==> src/rtl/serial_regbank_pkg.sv <==
// regfile_pkg: shared definitions for the serial register bank.
//   - state_e            : FSM state encoding (IDLE=0, SHIFT=1, DONE=2, 2 bits)
//   - DEFAULT_REG_WIDTH  : default bits per register
//   - DEFAULT_REG_COUNT  : default number of registers
package regfile_pkg;

    localparam int unsigned DEFAULT_REG_WIDTH = 8;
    localparam int unsigned DEFAULT_REG_COUNT = 8;

    typedef enum logic [1:0] {
        StIdle  = 2'd0,
        StShift = 2'd1,
        StDone  = 2'd2
    } state_e;

endpackage

==> src/rtl/serial_regbank_if.sv <==
// serial_regbank_if: transaction, write-back, parallel-load and debug signals of the
// serial register bank.
//   master : drives start/addresses/wr_mode/wr_en/wr_bit/pl_*/dbg_addr, observes results
//   slave  : the register bank itself
interface serial_regbank_if
    import regfile_pkg::*;
#(
    parameter int unsigned REG_WIDTH = DEFAULT_REG_WIDTH,
    parameter int unsigned REG_COUNT = DEFAULT_REG_COUNT
);
    localparam int unsigned AW = $clog2(REG_COUNT);
    localparam int unsigned IW = $clog2(REG_WIDTH);

    logic                 start;
    logic [AW-1:0]        rs1_addr;
    logic [AW-1:0]        rs2_addr;
    logic [AW-1:0]        rd_addr;
    logic                 wr_mode;
    logic                 wr_en;
    logic                 wr_bit;
    logic                 rs1_bit;
    logic                 rs2_bit;
    logic [IW-1:0]        bit_idx;
    logic                 busy;
    logic                 done;
    logic                 pl_en;
    logic [AW-1:0]        pl_addr;
    logic [REG_WIDTH-1:0] pl_data;
    logic [AW-1:0]        dbg_addr;
    logic [REG_WIDTH-1:0] dbg_data;

    modport master (
        output start, rs1_addr, rs2_addr, rd_addr, wr_mode, wr_en, wr_bit,
        output pl_en, pl_addr, pl_data, dbg_addr,
        input  rs1_bit, rs2_bit, bit_idx, busy, done, dbg_data
    );

    modport slave (
        input  start, rs1_addr, rs2_addr, rd_addr, wr_mode, wr_en, wr_bit,
        input  pl_en, pl_addr, pl_data, dbg_addr,
        output rs1_bit, rs2_bit, bit_idx, busy, done, dbg_data
    );

endinterface

==> src/rtl/serial_bit_counter.sv <==
// serial_bit_counter: bit index for serial transfers, 0..WIDTH-1 with wrap.
//   clk, rstn : clock, async active-low reset
//   clear     : force index to 0
//   en        : advance index (wraps to 0 after WIDTH-1)
//   idx       : current bit index
//   last      : terminal count, idx == WIDTH-1
module serial_bit_counter #(
    parameter int unsigned WIDTH = 8
) (
    input  logic                     clk,
    input  logic                     rstn,
    input  logic                     clear,
    input  logic                     en,
    output logic [$clog2(WIDTH)-1:0] idx,
    output logic                     last
);
    localparam int unsigned IW = $clog2(WIDTH);

    logic [IW-1:0] idx_q, idx_d;

    assign last = (idx_q == IW'(WIDTH - 1));
    assign idx  = idx_q;

    always_comb begin
        idx_d = idx_q;
        if (clear) begin
            idx_d = '0;
        end else if (en) begin
            idx_d = last ? '0 : idx_q + 1'b1;
        end
    end

    always_ff @(posedge clk or negedge rstn) begin
        if (!rstn) begin
            idx_q <= '0;
        end else begin
            idx_q <= idx_d;
        end
    end

endmodule

==> src/rtl/serial_regbank.sv <==
// serial_regbank: register bank read and written one bit per cycle, LSB first.
//   clk, rstn : clock, async active-low reset
//   bus       : serial_regbank_if slave modport
//       start/rs1_addr/rs2_addr/rd_addr/wr_mode : transaction request (IDLE or DONE only)
//       wr_en/wr_bit                             : serial write-back during SHIFT
//       rs1_bit/rs2_bit/bit_idx                  : current source bits and bit index
//       busy/done                                : SHIFT indicator / one-cycle DONE pulse
//       pl_en/pl_addr/pl_data                    : full-register load, IDLE only
//       dbg_addr/dbg_data                        : combinational full-register readout
module serial_regbank
    import regfile_pkg::*;
#(
    parameter int unsigned REG_WIDTH = DEFAULT_REG_WIDTH,
    parameter int unsigned REG_COUNT = DEFAULT_REG_COUNT,
    parameter int unsigned ZERO_REG  = 1
) (
    input logic             clk,
    input logic             rstn,
    serial_regbank_if.slave bus
);
    localparam int unsigned AW = $clog2(REG_COUNT);
    localparam int unsigned IW = $clog2(REG_WIDTH);

    state_e               state_q, state_d;
    logic                 accept;
    logic                 last_bit;
    logic [IW-1:0]        bit_idx;
    logic [AW-1:0]        rs1_q, rs2_q, rd_q;
    logic                 wr_mode_q;
    logic [REG_WIDTH-1:0] regs_q [REG_COUNT];
    logic [REG_WIDTH-1:0] regs_d [REG_COUNT];
    logic [REG_WIDTH-1:0] rs1_word, rs2_word;
    logic                 in_shift;
    logic                 pl_fire, wr_fire;

    function automatic logic writable(input logic [AW-1:0] addr);
        return !((ZERO_REG != 0) && (addr == '0));
    endfunction

    // Register 0 is hard-wired to zero when ZERO_REG is set.
    function automatic logic [REG_WIDTH-1:0] read_word(input logic [AW-1:0] addr);
        return writable(addr) ? regs_q[addr] : '0;
    endfunction

    // FSM next state; accept marks a latched start (from IDLE or DONE).
    always_comb begin
        state_d = state_q;
        accept  = 1'b0;
        case (state_q)
            StIdle: begin
                if (bus.start) begin
                    state_d = StShift;
                    accept  = 1'b1;
                end
            end
            StShift: begin
                if (last_bit) begin
                    state_d = StDone;
                end
            end
            StDone: begin
                if (bus.start) begin
                    state_d = StShift;
                    accept  = 1'b1;
                end else begin
                    state_d = StIdle;
                end
            end
            default: state_d = StIdle;
        endcase
    end

    always_ff @(posedge clk or negedge rstn) begin
        if (!rstn) begin
            state_q <= StIdle;
        end else begin
            state_q <= state_d;
        end
    end

    assign in_shift = (state_q == StShift);

    serial_bit_counter #(
        .WIDTH (REG_WIDTH)
    ) u_bit_counter (
        .clk   (clk),
        .rstn  (rstn),
        .clear (accept),
        .en    (in_shift),
        .idx   (bit_idx),
        .last  (last_bit)
    );

    always_ff @(posedge clk or negedge rstn) begin
        if (!rstn) begin
            rs1_q     <= '0;
            rs2_q     <= '0;
            rd_q      <= '0;
            wr_mode_q <= 1'b0;
        end else if (accept) begin
            rs1_q     <= bus.rs1_addr;
            rs2_q     <= bus.rs2_addr;
            rd_q      <= bus.rd_addr;
            wr_mode_q <= bus.wr_mode;
        end
    end

    // Loads and serial writes live in mutually exclusive states, so they never collide.
    assign pl_fire = (state_q == StIdle) && bus.pl_en && writable(bus.pl_addr);
    assign wr_fire = in_shift && wr_mode_q && bus.wr_en && writable(rd_q);

    always_comb begin
        regs_d = regs_q;
        if (pl_fire) begin
            regs_d[bus.pl_addr] = bus.pl_data;
        end
        if (wr_fire) begin
            regs_d[rd_q][bit_idx] = bus.wr_bit;
        end
    end

    always_ff @(posedge clk or negedge rstn) begin
        if (!rstn) begin
            for (int i = 0; i < REG_COUNT; i++) begin
                regs_q[i] <= '0;
            end
        end else begin
            regs_q <= regs_d;
        end
    end

    // Reads come from regs_q, so a same-register write is seen only from the next bit on.
    assign rs1_word     = read_word(rs1_q);
    assign rs2_word     = read_word(rs2_q);
    assign bus.rs1_bit  = in_shift & rs1_word[bit_idx];
    assign bus.rs2_bit  = in_shift & rs2_word[bit_idx];
    assign bus.bit_idx  = bit_idx;
    assign bus.busy     = in_shift;
    assign bus.done     = (state_q == StDone);
    assign bus.dbg_data = read_word(bus.dbg_addr);

endmodule

==> src/flat_wrapper.sv <==
// flat-port wrapper written by rule: the top's interface ports become plain ports
module serial_regbank_flat import regfile_pkg::*;
#(
    parameter int unsigned REG_WIDTH = DEFAULT_REG_WIDTH,
    parameter int unsigned REG_COUNT = DEFAULT_REG_COUNT,
    parameter int unsigned ZERO_REG  = 1
)
  (clk, rstn, bus_start, bus_rs1_addr, bus_rs2_addr, bus_rd_addr, bus_wr_mode, bus_wr_en, bus_wr_bit, bus_pl_en, bus_pl_addr, bus_pl_data, bus_dbg_addr, bus_rs1_bit, bus_rs2_bit, bus_bit_idx, bus_busy, bus_done, bus_dbg_data);
  serial_regbank_if #(.REG_WIDTH(REG_WIDTH), .REG_COUNT(REG_COUNT)) bus_i ();
  input logic clk;
  input logic rstn;
  input wire logic [$bits(bus_i.start)-1:0] bus_start;
  input wire logic [$bits(bus_i.rs1_addr)-1:0] bus_rs1_addr;
  input wire logic [$bits(bus_i.rs2_addr)-1:0] bus_rs2_addr;
  input wire logic [$bits(bus_i.rd_addr)-1:0] bus_rd_addr;
  input wire logic [$bits(bus_i.wr_mode)-1:0] bus_wr_mode;
  input wire logic [$bits(bus_i.wr_en)-1:0] bus_wr_en;
  input wire logic [$bits(bus_i.wr_bit)-1:0] bus_wr_bit;
  input wire logic [$bits(bus_i.pl_en)-1:0] bus_pl_en;
  input wire logic [$bits(bus_i.pl_addr)-1:0] bus_pl_addr;
  input wire logic [$bits(bus_i.pl_data)-1:0] bus_pl_data;
  input wire logic [$bits(bus_i.dbg_addr)-1:0] bus_dbg_addr;
  output wire logic [$bits(bus_i.rs1_bit)-1:0] bus_rs1_bit;
  output wire logic [$bits(bus_i.rs2_bit)-1:0] bus_rs2_bit;
  output wire logic [$bits(bus_i.bit_idx)-1:0] bus_bit_idx;
  output wire logic [$bits(bus_i.busy)-1:0] bus_busy;
  output wire logic [$bits(bus_i.done)-1:0] bus_done;
  output wire logic [$bits(bus_i.dbg_data)-1:0] bus_dbg_data;
  assign bus_i.start = bus_start;
  assign bus_i.rs1_addr = bus_rs1_addr;
  assign bus_i.rs2_addr = bus_rs2_addr;
  assign bus_i.rd_addr = bus_rd_addr;
  assign bus_i.wr_mode = bus_wr_mode;
  assign bus_i.wr_en = bus_wr_en;
  assign bus_i.wr_bit = bus_wr_bit;
  assign bus_i.pl_en = bus_pl_en;
  assign bus_i.pl_addr = bus_pl_addr;
  assign bus_i.pl_data = bus_pl_data;
  assign bus_i.dbg_addr = bus_dbg_addr;
  assign bus_rs1_bit = bus_i.rs1_bit;
  assign bus_rs2_bit = bus_i.rs2_bit;
  assign bus_bit_idx = bus_i.bit_idx;
  assign bus_busy = bus_i.busy;
  assign bus_done = bus_i.done;
  assign bus_dbg_data = bus_i.dbg_data;
  serial_regbank #(.REG_WIDTH(REG_WIDTH), .REG_COUNT(REG_COUNT), .ZERO_REG(ZERO_REG)) u_core (.clk(clk), .rstn(rstn), .bus(bus_i));
endmodule
==> config.mk <==
export PLATFORM = sky130hd
export DESIGN_NAME = serial_regbank_flat
export DESIGN_NICKNAME = d
export VERILOG_FILES = /design/src/rtl/serial_regbank_pkg.sv /design/src/rtl/serial_regbank_if.sv /design/src/rtl/serial_bit_counter.sv /design/src/rtl/serial_regbank.sv /design/src/flat_wrapper.sv
export SDC_FILE = /design/constraint.sdc
export NUM_CORES = 1
export LEC_CHECK = 0
export BUFFER_PORTS_ARGS = -buffer_cell sky130_fd_sc_hd__buf_4
export CAP_MARGIN = 20
export CELL_PAD_IN_SITES_DETAIL_PLACEMENT = 2
export CELL_PAD_IN_SITES_GLOBAL_PLACEMENT = 2
export CORE_MARGIN = 10
export CORE_UTILIZATION = 44
export DETAILED_ROUTE_END_ITERATION = 7
export HOLD_SLACK_MARGIN = 0.05
export PLACE_DENSITY_LB_ADDON = 0.12
export SYNTH_ARGS = -nofsm -noshare
export SYNTH_HDL_FRONTEND = slang
export SYNTH_SLANG_ARGS = --single-unit
export TNS_END_PERCENT = 50
==> constraint.sdc <==
create_clock -name clk -period 4 [get_ports clk]
set_input_delay 0.8 -clock clk [delete_from_list [all_inputs] [get_ports clk]]
set_output_delay 0.8 -clock clk [all_outputs]
set_load 0.02 [all_outputs]
### Word-level counts from Yosys, hierarchy flattened

Index checks and enable logic that the tools add are counted.

| word-level totals | value |
|---|---|
| register bits | 79 |
| word-level logic and storage cells | 90 |

| cells by class | value |
|---|---|
| $add $sub $neg | 1 |
| $lt $le $gt $ge | 9 |
| equality and inequality tests | 5 |
| mux-type cells | 35 |
| bitwise gates (word level) | 7 |
| reduce and logical (&&, ||, !) cells | 19 |

Operators by type and width:

| cell | number |
|---|---|
| bitwise mux 64 bit | 2 |
| two-way mux 64 bit | 2 |
| two-way mux 8 bit | 11 |
| binary-select mux 8 bit (select 3 bit) | 3 |
| demux 8 bit (select 3 bit) | 2 |
| >= comparator 4 bit (second input constant) | 5 |
| inverter 3 -> 4 bit | 5 |
| logical NOT 3 bit | 5 |
| two-way mux 3 bit | 3 |
| logical AND 1 bit | 8 |
| < comparator 4 x 1 -> 1 bit (second input constant) | 2 |
| binary-select mux 1 bit (select 3 bit) | 2 |
| two-way mux 1 bit | 6 |
| one-hot mux 2 bit (3 select lines) | 1 |
| < comparator 3 x 4 -> 1 bit (second input constant) | 1 |
| two-way mux 2 bit | 2 |
| inequality test 2 bit (second input constant) | 2 |
| adder 3 x 1 -> 3 bit (second input constant) | 1 |
| demux 1 bit (select 3 bit) | 1 |
| equality test 3 bit (second input constant) | 1 |
| >= comparator 3 x 1 -> 1 bit (second input constant) | 1 |
| bitwise AND 1 bit | 2 |
| equality test 2 x 1 -> 1 bit (second input constant) | 1 |
| equality test 2 bit (second input constant) | 1 |
| other kinds (5) | 6 |

### Depth between registers and ports, before layout

Gate-level depths: netlist of run 1.

| depth | value |
|---|---|
| depth after elaboration | 9 |
| depth in mapped cells | 7 |

### By module

A second synthesis of run 1 with hierarchy kept.

| second synthesis, totals | value |
|---|---|
| cells, all modules | 512 |
| area, all modules | 5706.7 sq um |

By module, submodules not included:

| module | instances | cells an instance | area each (sq um) | sequential area each (sq um) |
|---|---|---|---|---|
| serial_regbank | 1 | 500 | 5555.3 | 1901.8 |
| serial_bit_counter | 1 | 12 | 151.4 | 75.1 |

### Worst setup path before layout of run 1

No wires, ideal clock.

| timing | value |
|---|---|
| kind | input to output |
| from | in bus_dbg_addr[0] |
| to | out bus_dbg_data[6] |
| arrival time | 2.036 ns |
| setup slack | 1.164 ns |
| stages on the path | 5 |
| buffers on the path | 2 |
| path through | buf_2 buf_2 mux2_2 a22oi_1 o21ai_0 |

| between the ends | value |
|---|---|
| longest elaborated chain between the ends | 5 |
| elaborated cells between the ends (all ways) | 6 |
| classes of those cells | 4 x mux; 1 x bitwise; 1 x reduce/logical |

RTL lines:

| element | RTL line | text |
|---|---|---|
| start: declaration | flat_wrapper.sv:22 | `input wire logic [$bits(bus_i.dbg_addr)-1:0] bus_dbg_addr;` |
| inverter 3 -> 4 bit (implied by the code) | serial_regbank.sv:42 | `return writable(addr) ? regs_q[addr] : '0;` |
| binary-select mux 8 bit (select 3 bit) | serial_regbank.sv:42 |  |
| two-way mux 8 bit (implied by the code) (2 in series) | serial_regbank.sv:42 |  |
| two-way mux 8 bit (*) | serial_regbank.sv:42 |  |
| end: declaration | flat_wrapper.sv:28 | `output wire logic [$bits(bus_i.dbg_data)-1:0] bus_dbg_data;` |

Every way passes the cells marked *; elsewhere a longest branch is shown, timed or not. The select of a mux whose other input is x is not followed.

### Worst setup path after layout of run 1

| timing | value |
|---|---|
| from | reg u_core.rs1_q[0] |
| to | out bus_rs1_bit |

| between the ends | value |
|---|---|
| longest elaborated chain between the ends | 8 |
| elaborated cells between the ends (all ways) | 9 |
| classes of those cells | 6 x mux; 2 x bitwise; 1 x reduce/logical |

RTL lines:

| element | RTL line | text |
|---|---|---|
| start: declaration | serial_regbank.sv:28 | `logic [AW-1:0] rs1_q, rs2_q, rd_q;` |
| start signal: assignment | serial_regbank.sv:101 | `rs1_q <= bus.rs1_addr;` |
| inverter 3 -> 4 bit (implied by the code) | serial_regbank.sv:42 |  |
| binary-select mux 8 bit (select 3 bit) | serial_regbank.sv:42 |  |
| two-way mux 8 bit (implied by the code) (2 in series) | serial_regbank.sv:42 |  |
| two-way mux 8 bit (*) | serial_regbank.sv:42 |  |
| binary-select mux 1 bit (select 3 bit) (*) | serial_regbank.sv:135 | `assign bus.rs1_bit = in_shift & rs1_word[bit_idx];` |
| two-way mux 1 bit (implied by the code) (*) | serial_regbank.sv:135 |  |
| bitwise AND 1 bit (*) | serial_regbank.sv:135 |  |
| end: declaration | flat_wrapper.sv:23 | `output wire logic [$bits(bus_i.rs1_bit)-1:0] bus_rs1_bit;` |

Marked as above.

==> Implementation_results.wiki, run 1 <==
{| class="wikitable"
! Metric !! Value
|-
| R2R Setup Slk || 1.76 ns
|-
| Hold Path Class || flip-flop to flip-flop
|-
| DRC || 0
|-
| Clock transition at the register clock pins on the worst setup and hold paths after CTS || 0.06 ns
|-
| Worst Skew || 0.004221 ns
|-
| Reg-to-Reg Start || u_core.state_q[1]$_DFFE_PN0P_
|-
| Worst IR Drop VDD || 0.3557 mV
|-
| Count of hold-fix buffers inserted at cts || 0
|-
| Total number of vias || 4,561
|-
| Largest fanout of any net on the critical path || 12
|-
| Post-cts sizing count || 0
|-
| Ratio of total power to cell area || 835.3 mW/mm^2
|-
| Slew Limit Fails || 0
|-
| Fraction of layout instances using a drive strength above 1 || 27.93%
|-
| Weighted congestion at the end of routability-driven global placement || 0.8476
|-
| Inserted Clock Buffers || 9
|-
| Synthesis Warnings || 0
|-
| Clock H-tree levels || 3
|-
| Effective utilization at floorplan || 45.62%
|-
| Switching share of power || 41.84%
|-
| Required time worst endpoint || 3.20 ns
|-
| Post-detailed-placement half-perimeter wirelength || 13.10 mm
|-
| Maximum number of pins on one net before global-route repair || 80
|-
| Startpoint of the most critical setup path || u_core.rs1_q[0]$_DFFE_PN0N_
|-
| Synth-to-layout area growth || 12.38%
|-
| Leftover overflow at the end of global routing || 0
|-
| Rel. slew slack || 41.14%
|-
| Global-route met3 utilization || 3.887%
|-
| Number of antenna cells inserted || 0
|-
| Number of synthesized flops with an enable pin || 0
|-
| Total wirelength of the detailed-routed design || 19.01 mm
|-
| Synthesized net count || 528
|-
| Number of DRC markers in iteration 0 || 368
|-
| Average detailed-routed wire length per instance || 27.95 um
|-
| Initial antenna violation count || 0
|-
| Num rows || 40
|-
| Post-route design area || 0.006235 mm^2
|-
| Maximum achievable frequency || 291.7 MHz
|-
| Arrival time reported for the critical path endpoint || 2.63 ns
|-
| Clock network fraction of design power || 17.9%
|-
| Result of the run || completed
|-
| Internal power contribution || 3.029 mW
|-
| Comb pwr share || 48.2%
|-
| Count of unique library cells instantiated by Yosys || 52
|-
| Type of the worst setup path || flip-flop to output port
|-
| Port Buffer Count || 44
|-
| Area of the placeable core || 0.01216 mm^2
|-
| Die H || 132.3 um
|-
| Worst skew pair latency || 0.34 ns
|-
| Ports placed on the boundary || 45
|-
| Area after DPL || 0.005868 mm^2
|-
| Async set or reset register ratio after synthesis || 100.0%
|-
| Most area-consuming cells after synthesis || sky130_fd_sc_hd__dfrtp_1 (36%), sky130_fd_sc_hd__mux4_2 (15%), sky130_fd_sc_hd__mux2i_1 (11%)
|-
| Crit path capture type || output port
|-
| Via density per instance || 6.707
|-
| Wire length of the first global-routing pass || 29.77 mm
|-
| Root Buffer || sky130_fd_sc_hd__clkbuf_16
|-
| Layout net count || 540
|-
| Sequential-to-total area share from yosys stat || 35.63%
|-
| Capture point of the worst path || bus_rs1_bit
|-
| Antenna violation net count after detailed routing || 0
|-
| Layer with the highest usage || met2
|-
| Met1 usage || 27.52%
|-
| Endpoint of the lowest-slack register-to-register path || u_core.regs_q[1]$_DFF_PN0_
|-
| Category of the worst setup path launch point || flip-flop
|-
| Shortest clock period the worst path allows after layout || 3.428 ns
|-
| Combined area of the multi-input logic cells || 0.003279 mm^2
|-
| Top cells by count, synth || sky130_fd_sc_hd__dfrtp_1 (79), sky130_fd_sc_hd__mux2i_1 (62), sky130_fd_sc_hd__mux4_2 (36), sky130_fd_sc_hd__a21oi_1 (33)
|-
| Full die area || 0.01750 mm^2
|-
| Count of non-filler cells in the finished layout || 680
|-
| Number of buffers inserted by post-CTS setup repair || 0
|-
| Total of fill cells in the finished design || 1,239
|-
| Post-synthesis cell area || 0.005548 mm^2
|-
| Global routing usage summed across all routing layers || 21.74%
|-
| Cell depth of the worst flop-to-flop path || 5
|-
| Switch Pwr || 2.179 mW
|-
| Synth Instances || 496
|-
| Synthesis-stage register bit count || 79
|-
| Largest buffer count on any clock path || 2
|-
| Setup TNS after final layout || 0 ns
|-
| Dominant cell by count in the synthesized netlist || sky130_fd_sc_hd__dfrtp_1
|-
| Transition time of the tightest slew-check pin || 0.8829 ns
|-
| Number of max-cap violations || 0
|-
| Die X-Extent || 132.3 um
|-
| Count of endpoints failing hold in the final timing report || 0
|-
| Ratio of final minimum period to clock period || 85.70%
|-
| Final number of setup-violating endpoints || 0
|-
| Instance count after placement with tap cells included || 661
|-
| Number of global-route vias before repair || 4,933
|-
| Num Clock Sinks || 79
|-
| Number of detailed-route iterations in the first pass || 5
|-
| RSZ-0062 raised after global routing || false
|-
| Utilization after layout || 51.27%
|-
| Proportion of netlist area held by the largest area contributor || 35.63%
|-
| Leakage || 2.687 nW
|-
| Main flop type after synthesis || sky130_fd_sc_hd__dfrtp_1
|-
| Sequential Area || 0.001977 mm^2
|-
| Global routing usage on met2 || 35.75%
|-
| Part of the total power dissipated in sequential elements || 33.9%
|-
| Mean cell area of the mapped netlist || 11.19 um^2
|-
| Largest area contributor in the netlist || sky130_fd_sc_hd__dfrtp_1
|-
| TritonCTS clock tree || yes
|}
-- per-stage QoR --
step	hold WS [ns]	worst slack, ns	power [mW]
global route	0.4281	0.3913	5.538
detailed placement	0.3957	0.9687	4.207
global placement	0.3776	1.018	4.049
floorplan	0.4413	1.164	3.436
CTS	0.4083	0.5746	5.189
finish	0.4077	0.5720	5.208
-- final cells by class --
cell class	count	share of cell area, %
clock inverter	3	1.044
multi-input combinational	358	52.60
sequential	79	31.71
tap	168	3.371
clock buffer	12	4.275
inverter	5	0.3010
timing repair buffer	55	6.703
-- cell usage in the layout, fill, tap and decap left out, types with 9 or more instances in the layout --
cell,instances
sky130_fd_sc_hd__mux2_2,18
sky130_fd_sc_hd__nor2_1,9
sky130_fd_sc_hd__a31o_1,28
sky130_fd_sc_hd__o31a_1,28
sky130_fd_sc_hd__nor2b_1,10
sky130_fd_sc_hd__dfrtp_1,79
sky130_fd_sc_hd__nand2_1,19
sky130_fd_sc_hd__buf_4,51
sky130_fd_sc_hd__a22oi_1,15
sky130_fd_sc_hd__clkbuf_16,9
sky130_fd_sc_hd__mux2i_1,62
sky130_fd_sc_hd__mux4_2,36
sky130_fd_sc_hd__a21oi_1,33
sky130_fd_sc_hd__o21ai_1,28
-- kinds of logic after synthesis --
group                    after synthesis  synth area share (%)
adder cells (fa/ha/maj)                2                0.4510
AND/OR/NAND/NOR                       80                 9.247
multiplexers                         116                 29.45
buffers and inverters                 59                 5.255
flip-flops                            79                 35.63
AO/OA/AOI/OAI                        160                 19.96
-- power by group through the flow --
stage / Combinational (mW) / Clock [mW] / Sequential [mW]
global route: 2.73 / 0.985 / 1.82
finish: 2.51 / 0.931 / 1.76
detailed placement: 2.45 / 0 / 1.75
CTS: 2.50 / 0.943 / 1.74
floorplan: 2.00 / 0 / 1.44
global placement: 2.34 / 0 / 1.71
-- how the worst min path moves through the flow --
| stage | depth (start not counted) | end | startpoint |
|---|---|---|---|
| 2_1_floorplan | 1 | u_core.regs_q[56]$_DFF_PN0_ | u_core.regs_q[56]$_DFF_PN0_ |
| 3_3_place_gp | 0 | u_core.regs_q[61]$_DFF_PN0_ | u_core.regs_q[61]$_DFF_PN0_ |
| 3_5_place_dp | 0 | u_core.regs_q[61]$_DFF_PN0_ | u_core.regs_q[61]$_DFF_PN0_ |
| 4_1_cts | 0 | u_core.regs_q[58]$_DFF_PN0_ | u_core.regs_q[58]$_DFF_PN0_ |
| 5_1_grt | 0 | u_core.regs_q[61]$_DFF_PN0_ | u_core.regs_q[61]$_DFF_PN0_ |
| 6_report | 0 | u_core.regs_q[58]$_DFF_PN0_ | u_core.regs_q[58]$_DFF_PN0_ |
-- layer usage --
layer / vias up / share of wire (%) / wire length [um]
li1: 1969 / - / -
met1: 2425 / 44 / 8324
met2: 139 / 48 / 9199
met3: 28 / 4.8 / 905
met4: 0 / 3.0 / 576
met5: - / 0 / 0
-- flip-flops by register name (all words and copies together), names as in the netlist --
register	flops
u_core.wr_mode_q	1
u_core.rs1_q	3
u_core.state_q	2
u_core.rd_q	3
u_core.regs_q	64
u_core.u_bit_counter.idx	3
u_core.rs2_q	3
-- critical path, stage by stage (launching register included) --
cell and delay (ns):
sky130_fd_sc_hd__dfrtp_1 0.70, sky130_fd_sc_hd__buf_4 0.26, sky130_fd_sc_hd__mux4_2 0.49, sky130_fd_sc_hd__a22oi_1 0.20
sky130_fd_sc_hd__and3_1 0.21, sky130_fd_sc_hd__a31oi_1 0.05, sky130_fd_sc_hd__and3_1 0.22, sky130_fd_sc_hd__buf_4 0.16
(Power assumes the default switching activity.)
==> run 2: changes to the inputs <==
--- a/config.mk
+++ b/config.mk
@@ -10,10 +10,11 @@
 export CELL_PAD_IN_SITES_DETAIL_PLACEMENT = 2
 export CELL_PAD_IN_SITES_GLOBAL_PLACEMENT = 2
 export CORE_MARGIN = 10
-export CORE_UTILIZATION = 44
+export CORE_UTILIZATION = 37
+export CTS_BUF_LIST = sky130_fd_sc_hd__clkbuf_4 sky130_fd_sc_hd__clkbuf_8 sky130_fd_sc_hd__clkbuf_16
 export DETAILED_ROUTE_END_ITERATION = 7
 export HOLD_SLACK_MARGIN = 0.05
-export PLACE_DENSITY_LB_ADDON = 0.12
+export PLACE_DENSITY = 0.87
 export SYNTH_ARGS = -nofsm -noshare
 export SYNTH_HDL_FRONTEND = slang
 export SYNTH_SLANG_ARGS = --single-unit
==> constraint.sdc (replaced) <==
create_clock -name clk -period 3 [get_ports clk]
set_input_delay 0.6 -clock clk [delete_from_list [all_inputs] [get_ports clk]]
set_output_delay 0.6 -clock clk [all_outputs]
set_load 0.02 [all_outputs]
==> Implementation_results.wiki, run 2 (synthesis gave the netlist of run 1 again) <==
{| class="wikitable"
! Metric !! Value
|-
| Result of the run || completed (unchanged)
|-
| Ports placed on the boundary || 45 (unchanged)
|-
| Effective utilization at floorplan || 38.03% (was 45.62%)
|-
| Number of DRC markers in iteration 0 || 394 (was 368)
|-
| Worst Skew || 0.007393 ns (was 0.004221 ns)
|-
| Ratio of final minimum period to clock period || 96.24%
|-
| Transition time of the tightest slew-check pin || 0.7996 ns (was 0.8829 ns)
|-
| Worst slack on hold paths || 0.2341 ns (was 0.4077 ns)
|-
| DRC || 0 (unchanged)
|-
| Most frequent cells in the layout || sky130_fd_sc_hd__dfrtp_1 (76), sky130_fd_sc_hd__mux2i_1 (62), sky130_fd_sc_hd__buf_4 (57) (was sky130_fd_sc_hd__dfrtp_1 (79), sky130_fd_sc_hd__mux2i_1 (62), sky130_fd_sc_hd__buf_4 (51))
|-
| Antenna violation net count after detailed routing || 0 (unchanged)
|-
| Sequential Area || 0.001981 mm^2 (was 0.001977 mm^2)
|-
| Utilization after layout || 43.16% (was 51.27%)
|-
| R2R Setup Slk || 0.78 ns (was 1.76 ns)
|-
| Arrival time reported for the critical path endpoint || 2.29 ns (was 2.63 ns)
|-
| TritonCTS clock tree || yes (unchanged)
|-
| Shortest clock period the worst path allows after layout || 2.887 ns
|-
| Global routing usage summed across all routing layers || 20.73% (was 21.74%)
|-
| Met1 usage || 24.79% (was 27.52%)
|-
| Layout net count || 546 (was 540)
|-
| Fraction of layout instances using a drive strength above 1 || 29.34% (was 27.93%)
|-
| Clock transition at the register clock pins on the worst setup and hold paths after CTS || 0.06 ns (about the same)
|-
| Setup TNS after final layout || 0 ns (unchanged)
|-
| Via density per instance || 6.699 (was 6.707)
|-
| Total of fill cells in the finished design || 1,466 (was 1,239)
|-
| Worst skew pair latency || 0.36 ns (was 0.34 ns)
|-
| Number of flip-flops under the largest register name || 64 (unchanged)
|-
| Required time worst endpoint || 2.40 ns (was 3.20 ns)
|-
| Die H || 142.5 um (was 132.3 um)
|-
| Slew Limit Fails || 0 (unchanged)
|-
| Layer with the highest usage || met2 (unchanged)
|-
| Inserted Clock Buffers || 9 (unchanged)
|-
| Total wirelength of the detailed-routed design || 21.08 mm (was 19.01 mm)
|-
| Cell depth of the worst flop-to-flop path || 6 (was 5)
|-
| Total chip power || 7.141 mW (was 5.208 mW)
|-
| Area of the placeable core || 0.01459 mm^2 (was 0.01216 mm^2)
|-
| Initial antenna violation count || 0 (unchanged)
|-
| Category of the worst setup path launch point || flip-flop (unchanged)
|-
| Maximum achievable frequency || 346.4 MHz
|-
| Root Buffer || sky130_fd_sc_hd__clkbuf_16 (unchanged)
|-
| Weighted congestion at the end of routability-driven global placement || 0.9119 (was 0.8476)
|-
| Hold Path Class || input port to asynchronous set/reset pin (was flip-flop to flip-flop)
|-
| Most common cell after layout, fill and taps aside || sky130_fd_sc_hd__dfrtp_1 (unchanged)
|-
| Worst IR Drop VDD || 0.3457 mV (was 0.3557 mV)
|-
| Leftover overflow at the end of global routing || 0 (unchanged)
|-
| Total number of vias || 4,703 (was 4,561)
|-
| Endpoint of the lowest-slack register-to-register path || u_core.regs_q[8]$_DFF_PN0_ (was u_core.regs_q[1]$_DFF_PN0_)
|-
| Fin worst setup slack || 0.1129 ns (was 0.5720 ns)
|-
| Clock H-tree levels || 3 (unchanged)
|-
| Number of detailed-route iterations in the first pass || 5 (unchanged)
|-
| Wire length of the first global-routing pass || 32.25 mm (was 29.77 mm)
|-
| Crit path capture type || output port (unchanged)
|-
| Average detailed-routed wire length per instance || 30.03 um (was 27.95 um)
|-
| Maximum number of pins on one net before global-route repair || 80 (unchanged)
|-
| Num Clock Sinks || 79 (unchanged)
|-
| Leakage || 2.706 nW (was 2.687 nW)
|-
| Largest buffer count on any clock path || 2 (unchanged)
|-
| Pre-CTS WS || 0.3728 ns (was 0.9687 ns)
|-
| Number of global-route vias before repair || 5,247 (was 4,933)
|-
| Num rows || 44 (was 40)
|-
| Full die area || 0.02029 mm^2 (was 0.01750 mm^2)
|-
| RSZ-0062 raised after global routing || false (unchanged)
|-
| Number of buffers inserted by post-CTS setup repair || 0 (unchanged)
|-
| Die X-Extent || 142.5 um (was 132.3 um)
|-
| Post-detailed-placement half-perimeter wirelength || 15.12 mm (was 13.10 mm)
|-
| Global routing usage on met2 || 34.21% (was 35.75%)
|-
| Synth-to-layout area growth || 13.49% (was 12.38%)
|-
| Port Buffer Count || 44 (unchanged)
|-
| Type of the worst setup path || flip-flop to output port (unchanged)
|-
| Reg-to-Reg Start || u_core.state_q[0]$_DFFE_PN0P_ (was u_core.state_q[1]$_DFFE_PN0P_)
|-
| Largest reg by FF count || u_core.regs_q (unchanged)
|-
| Ratio of total power to cell area || 1134 mW/mm^2 (was 835.3 mW/mm^2)
|-
| Number of antenna cells inserted || 0 (unchanged)
|-
| Largest fanout of any net on the critical path || 13 (was 12)
|-
| Number of max-cap violations || 0 (unchanged)
|-
| Final number of setup-violating endpoints || 0 (unchanged)
|-
| Count of hold-fix buffers inserted at cts || 0 (unchanged)
|-
| Count of endpoints failing hold in the final timing report || 0 (unchanged)
|-
| Global-route met3 utilization || 4.272% (was 3.887%)
|-
| Rel. slew slack || 46.50% (was 41.14%)
|-
| Combined area of the multi-input logic cells || 0.003279 mm^2 (unchanged)
|}
==> run 2: cell types whose count changed in the layout (fill, tap and decap cells not counted), sizes merged <==
| cell | change |
|---|---|
| inv | +1 |
| clkbuf | -2 |
| bufinv | -1 |
| clkinv | +2 |
| buf | +6 |
==> run 2: worst max-delay path, cell delays in order (launching register included) <==
cell,delay (ns)
sky130_fd_sc_hd__dfrtp_1,0.35
sky130_fd_sc_hd__buf_6,0.22
sky130_fd_sc_hd__mux4_2,0.52
sky130_fd_sc_hd__a22oi_1,0.20
sky130_fd_sc_hd__and3_1,0.21
sky130_fd_sc_hd__a31oi_1,0.04
sky130_fd_sc_hd__and3_1,0.22
sky130_fd_sc_hd__buf_4,0.16
==> run 2: worst max path at each step <==
stage / startpoint / endpoint / slack (ns)
floorplan: bus_dbg_addr[0] / bus_dbg_data[6] / 0.56
global route: u_core.rs1_q[0]$_DFFE_PN0N_ / bus_rs1_bit / 0.002
CTS: u_core.rs1_q[0]$_DFFE_PN0N_ / bus_rs1_bit / 0.05
finish: u_core.rs1_q[0]$_DFFE_PN0N_ / bus_rs1_bit / 0.11
global placement: u_core.rs1_q[1]$_DFFE_PN0N_ / bus_rs1_bit / 0.48
detailed placement: u_core.rs1_q[1]$_DFFE_PN0N_ / bus_rs1_bit / 0.37
==> run 2: layer usage <==
| layer | vias up | wire length, um |
|---|---|---|
| met5 | - | 0 |
| met4 | 0 | 909 |
| met3 | 65 | 1333 |
| met2 | 214 | 10540 |
| met1 | 2454 | 8300 |
| li1 | 1970 | - |
==> run 2: area by class of cell <==
type                       count  share of cell area, %
timing repair buffer          61                  7.790
clock buffer                  10                  3.796
tap                          184                  3.657
sequential                    79                  31.46
inverter                       5                 0.2981
multi-input combinational    358                  52.09
clock inverter                 5                 0.9141
==> run 2: timing repair <==
action | CTS | global route
pin swaps | 0 | 0
setup endpoints to repair | 2 | 2
resized for setup | 3 | 2
==> run 2: through the flow <==
stage	std cells	area, um^2
floorplan	496	5548
global placement	686	5968
detailed placement	686	5968
CTS	701	6269
global route	702	6296
finish	702	6296
==> run 2: report_power, final <==
part / internal (mW) / switching (mW)
logic: 1.79 / 1.79
registers: 1.53 / 0.888
clock network: 0.664 / 0.484
==> run 3: changes to the inputs <==
--- a/config.mk
+++ b/config.mk
@@ -9,7 +9,6 @@
 export CAP_MARGIN = 20
 export CELL_PAD_IN_SITES_DETAIL_PLACEMENT = 2
 export CELL_PAD_IN_SITES_GLOBAL_PLACEMENT = 2
-export CORE_MARGIN = 10
 export CORE_UTILIZATION = 37
 export CTS_BUF_LIST = sky130_fd_sc_hd__clkbuf_4 sky130_fd_sc_hd__clkbuf_8 sky130_fd_sc_hd__clkbuf_16
 export DETAILED_ROUTE_END_ITERATION = 7
==> constraint.sdc (replaced) <==
create_clock -name clk -period 3 [get_ports clk]
set_input_delay 0.6 -clock clk [delete_from_list [all_inputs] [get_ports clk]]
set_output_delay 0.6 -clock clk [all_outputs]
set_load 0.01 [all_outputs]
==> Implementation_results.wiki, run 3 (synthesis gave the netlist of run 1 again) <==
{| class="wikitable"
! Metric !! Value
|-
| Final number of setup-violating endpoints || 0 (unchanged)
|-
| Layer with the highest usage || met2 (unchanged)
|-
| Endpoint of the lowest-slack register-to-register path || u_core.regs_q[25]$_DFF_PN0_ (was u_core.regs_q[8]$_DFF_PN0_)
|-
| Count of non-filler cells in the finished layout || 701 (was 702)
|-
| Via density per instance || 6.670 (was 6.699)
|-
| Total wirelength of the detailed-routed design || 19.98 mm (was 21.08 mm)
|-
| RSZ-0062 raised after global routing || false (unchanged)
|-
| Largest reg by FF count || u_core.regs_q (unchanged)
|-
| Num Clock Sinks || 79 (unchanged)
|-
| Ordered list of cells on the worst path || buf_4 > mux4_2 > a22oi_1 > a31oi_1 > and4_1 > buf_4 (was buf_6 > mux4_2 > a22oi_1 > and3_1 > a31oi_1 > and3_1 > buf_4)
|-
| Clock H-tree levels || 3 (unchanged)
|-
| Pre-CTS WS || 0.4493 ns (was 0.3728 ns)
|-
| Transition time of the tightest slew-check pin || 0.7341 ns (was 0.7996 ns)
|-
| Worst skew pair latency || 0.36 ns (about the same)
|-
| Antenna violation net count after detailed routing || 0 (unchanged)
|-
| Global-route met3 utilization || 4.296% (was 4.272%)
|-
| Die X-Extent || 124.5 um (was 142.5 um)
|-
| Largest buffer count on any clock path || 2 (unchanged)
|-
| Number of buffers inserted by post-CTS setup repair || 0 (unchanged)
|-
| Num rows || 44 (unchanged)
|-
| Most common cell after layout, fill and taps aside || sky130_fd_sc_hd__dfrtp_1 (unchanged)
|-
| Average detailed-routed wire length per instance || 28.51 um (was 30.03 um)
|-
| Weighted congestion at the end of routability-driven global placement || 0.9195 (was 0.9119)
|-
| Required time worst endpoint || 2.40 ns (about the same)
|-
| Crit path capture type || output port (unchanged)
|-
| Root Buffer || sky130_fd_sc_hd__clkbuf_16 (unchanged)
|-
| Most frequent cells in the layout || sky130_fd_sc_hd__dfrtp_1 (76), sky130_fd_sc_hd__mux2i_1 (62), sky130_fd_sc_hd__buf_4 (58) (was sky130_fd_sc_hd__dfrtp_1 (76), sky130_fd_sc_hd__mux2i_1 (62), sky130_fd_sc_hd__buf_4 (57))
|-
| Highest cell delay on the worst timing path || 0.56 ns (was 0.52 ns)
|-
| Port Buffer Count || 44 (unchanged)
|-
| Shortest clock period the worst path allows after layout || 2.918 ns (was 2.887 ns)
|-
| Full die area || 0.01549 mm^2 (was 0.02029 mm^2)
|-
| Maximum number of pins on one net before global-route repair || 80 (unchanged)
|-
| Number of detailed-route iterations in the first pass || 5 (unchanged)
|-
| Number of DRC markers in iteration 0 || 361 (was 394)
|-
| Wire length of the first global-routing pass || 31.22 mm (was 32.25 mm)
|-
| Setup TNS after final layout || 0 ns (unchanged)
|-
| Area of the placeable core || 0.01459 mm^2 (unchanged)
|-
| Capture point of the worst path || bus_rs2_bit (was bus_rs1_bit)
|-
| Slew Limit Fails || 0 (unchanged)
|-
| Ratio of final minimum period to clock period || 97.27% (was 96.24%)
|-
| Worst IR Drop VDD || 0.3841 mV (was 0.3457 mV)
|-
| Category of the worst setup path launch point || flip-flop (unchanged)
|-
| Global routing usage on met2 || 42.61% (was 34.21%)
|-
| Leftover overflow at the end of global routing || 0 (unchanged)
|-
| Total number of vias || 4,676 (was 4,703)
|-
| Fin worst setup slack || 0.08188 ns (was 0.1129 ns)
|-
| Total buffers and inverters traversed by the critical path || 2 (unchanged)
|-
| Rel. slew slack || 50.94% (was 46.50%)
|-
| Fraction of layout instances using a drive strength above 1 || 29.21% (was 29.34%)
|-
| Critical path depth in cells || 6 (was 7)
|-
| Global routing usage summed across all routing layers || 26.68% (was 20.73%)
|-
| Met1 usage || 35.45% (was 24.79%)
|-
| Maximum achievable frequency || 342.7 MHz (was 346.4 MHz)
|-
| Number of antenna cells inserted || 0 (unchanged)
|-
| Synth-to-layout area growth || 13.78% (was 13.49%)
|-
| Leakage || 2.708 nW (was 2.706 nW)
|-
| Most frequent cell on the critical path || sky130_fd_sc_hd__buf_4 (was sky130_fd_sc_hd__and3_1)
|-
| Clock transition at the register clock pins on the worst setup and hold paths after CTS || 0.06 ns (about the same)
|-
| Number of global-route vias before repair || 5,093 (was 5,247)
|-
| Hold Path Class || input port to asynchronous set/reset pin (unchanged)
|-
| DRC || 0 (unchanged)
|-
| Inserted Clock Buffers || 9 (unchanged)
|-
| Initial antenna violation count || 0 (unchanged)
|-
| Number of flip-flops under the largest register name || 64 (unchanged)
|-
| Worst Skew || 0.009498 ns (was 0.007393 ns)
|-
| Ratio of total power to cell area || 1117 mW/mm^2 (was 1134 mW/mm^2)
|-
| Number of max-cap violations || 0 (unchanged)
|-
| Type of the worst setup path || flip-flop to output port (unchanged)
|-
| Reg-to-Reg Start || u_core.state_q[1]$_DFFE_PN0P_ (was u_core.state_q[0]$_DFFE_PN0P_)
|-
| Largest fanout of any net on the critical path || 14 (was 13)
|-
| Startpoint of the most critical setup path || u_core.rs2_q[0]$_DFFE_PN0N_ (was u_core.rs1_q[0]$_DFFE_PN0N_)
|-
| Layout net count || 545 (was 546)
|-
| Cell depth of the worst flop-to-flop path || 5 (was 6)
|-
| Total of fill cells in the finished design || 1,464 (was 1,466)
|-
| Effective utilization at floorplan || 38.03% (unchanged)
|-
| Ports placed on the boundary || 45 (unchanged)
|-
| Post-detailed-placement half-perimeter wirelength || 14.24 mm (was 15.12 mm)
|-
| R2R Setup Slk || 0.81 ns (was 0.78 ns)
|-
| Top Family by Delay on Critical Path || multiplexers (unchanged)
|-
| Utilization after layout || 43.27% (was 43.16%)
|-
| Max stage delay cell, worst path || sky130_fd_sc_hd__mux4_2 (unchanged)
|-
| Instance count after placement with tap cells included || 685 (was 686)
|-
| Total chip power || 7.050 mW (was 7.141 mW)
|-
| TritonCTS clock tree || yes (unchanged)
|-
| Die H || 124.5 um (was 142.5 um)
|-
| Count of endpoints failing hold in the final timing report || 0 (unchanged)
|-
| Arrival time reported for the critical path endpoint || 2.32 ns (was 2.29 ns)
|-
| Result of the run || completed (unchanged)
|}
## run 3: cell count changes in the layout (fill, tap and decap cells not counted)
cell,previous run,this run
sky130_fd_sc_hd__buf_6,2,0
sky130_fd_sc_hd__clkinv_2,2,1
sky130_fd_sc_hd__bufinv_16,1,2
sky130_fd_sc_hd__clkinv_4,1,0
sky130_fd_sc_hd__buf_12,2,1
sky130_fd_sc_hd__buf_16,0,1
sky130_fd_sc_hd__clkinvlp_4,0,1
sky130_fd_sc_hd__buf_4,57,58
## run 3: worst min-delay path by stage
stage / startpoint / endpoint / slack, ns / cells after the start
3_3_place_gp: u_core.regs_q[61]$_DFF_PN0_ / u_core.regs_q[61]$_DFF_PN0_ / 0.38 / 0
3_5_place_dp: u_core.regs_q[62]$_DFF_PN0_ / u_core.regs_q[62]$_DFF_PN0_ / 0.38 / 0
5_1_grt: rstn / u_core.regs_q[17]$_DFF_PN0_ / 0.22 / 1
6_report: rstn / u_core.regs_q[19]$_DFF_PN0_ / 0.19 / 1
2_1_floorplan: rstn / u_core.rd_q[0]$_DFFE_PN0N_ / 0.30 / 0
4_1_cts: u_core.regs_q[62]$_DFF_PN0_ / u_core.regs_q[62]$_DFF_PN0_ / 0.40 / 0
## run 3: layout make-up
class / instances / area (um^2) / share of cell area (%)
clock inverters: 5 / 81.33 / 1.288
clock buffers: 10 / 239.0 / 3.786
inverters: 5 / 18.77 / 0.2973
multi-input cells: 358 / 3279 / 51.95
well taps: 184 / 230.2 / 3.647
flip-flops and latches: 79 / 1981 / 31.38
repair buffers: 60 / 483.0 / 7.651
## run 3: routing by layer
metal	part of all wire, %	up-vias
met4	3.7	0
li1	-	1968
met5	0	-
met2	49	173
met1	43	2484
met3	5.0	51
## run 3: power breakdown
part | leakage, nW | total (mW) | internal [mW] | switching (mW)
sequential | 0.985 | 2.41 | 1.53 | 0.877
combinational | 1.57 | 3.41 | 1.77 | 1.65
clock | 0.155 | 1.23 | 0.749 | 0.482
## run 3: what timing repair did
action                     CTS  global route
hold buffers                 0             0
hold endpoints to repair     0             0
gates resized for setup      0             3
setup endpoints to repair    0             2
## run 3: per-stage QoR
| step | area [um^2] | hold slack, ns |
|---|---|---|
| finish | 6312 | 0.1922 |
| global route | 6312 | 0.2154 |
| CTS | 6281 | 0.3982 |
| detailed placement | 5961 | 0.3845 |
| global placement | 5961 | 0.3825 |
| floorplan | 5548 | 0.3044 |
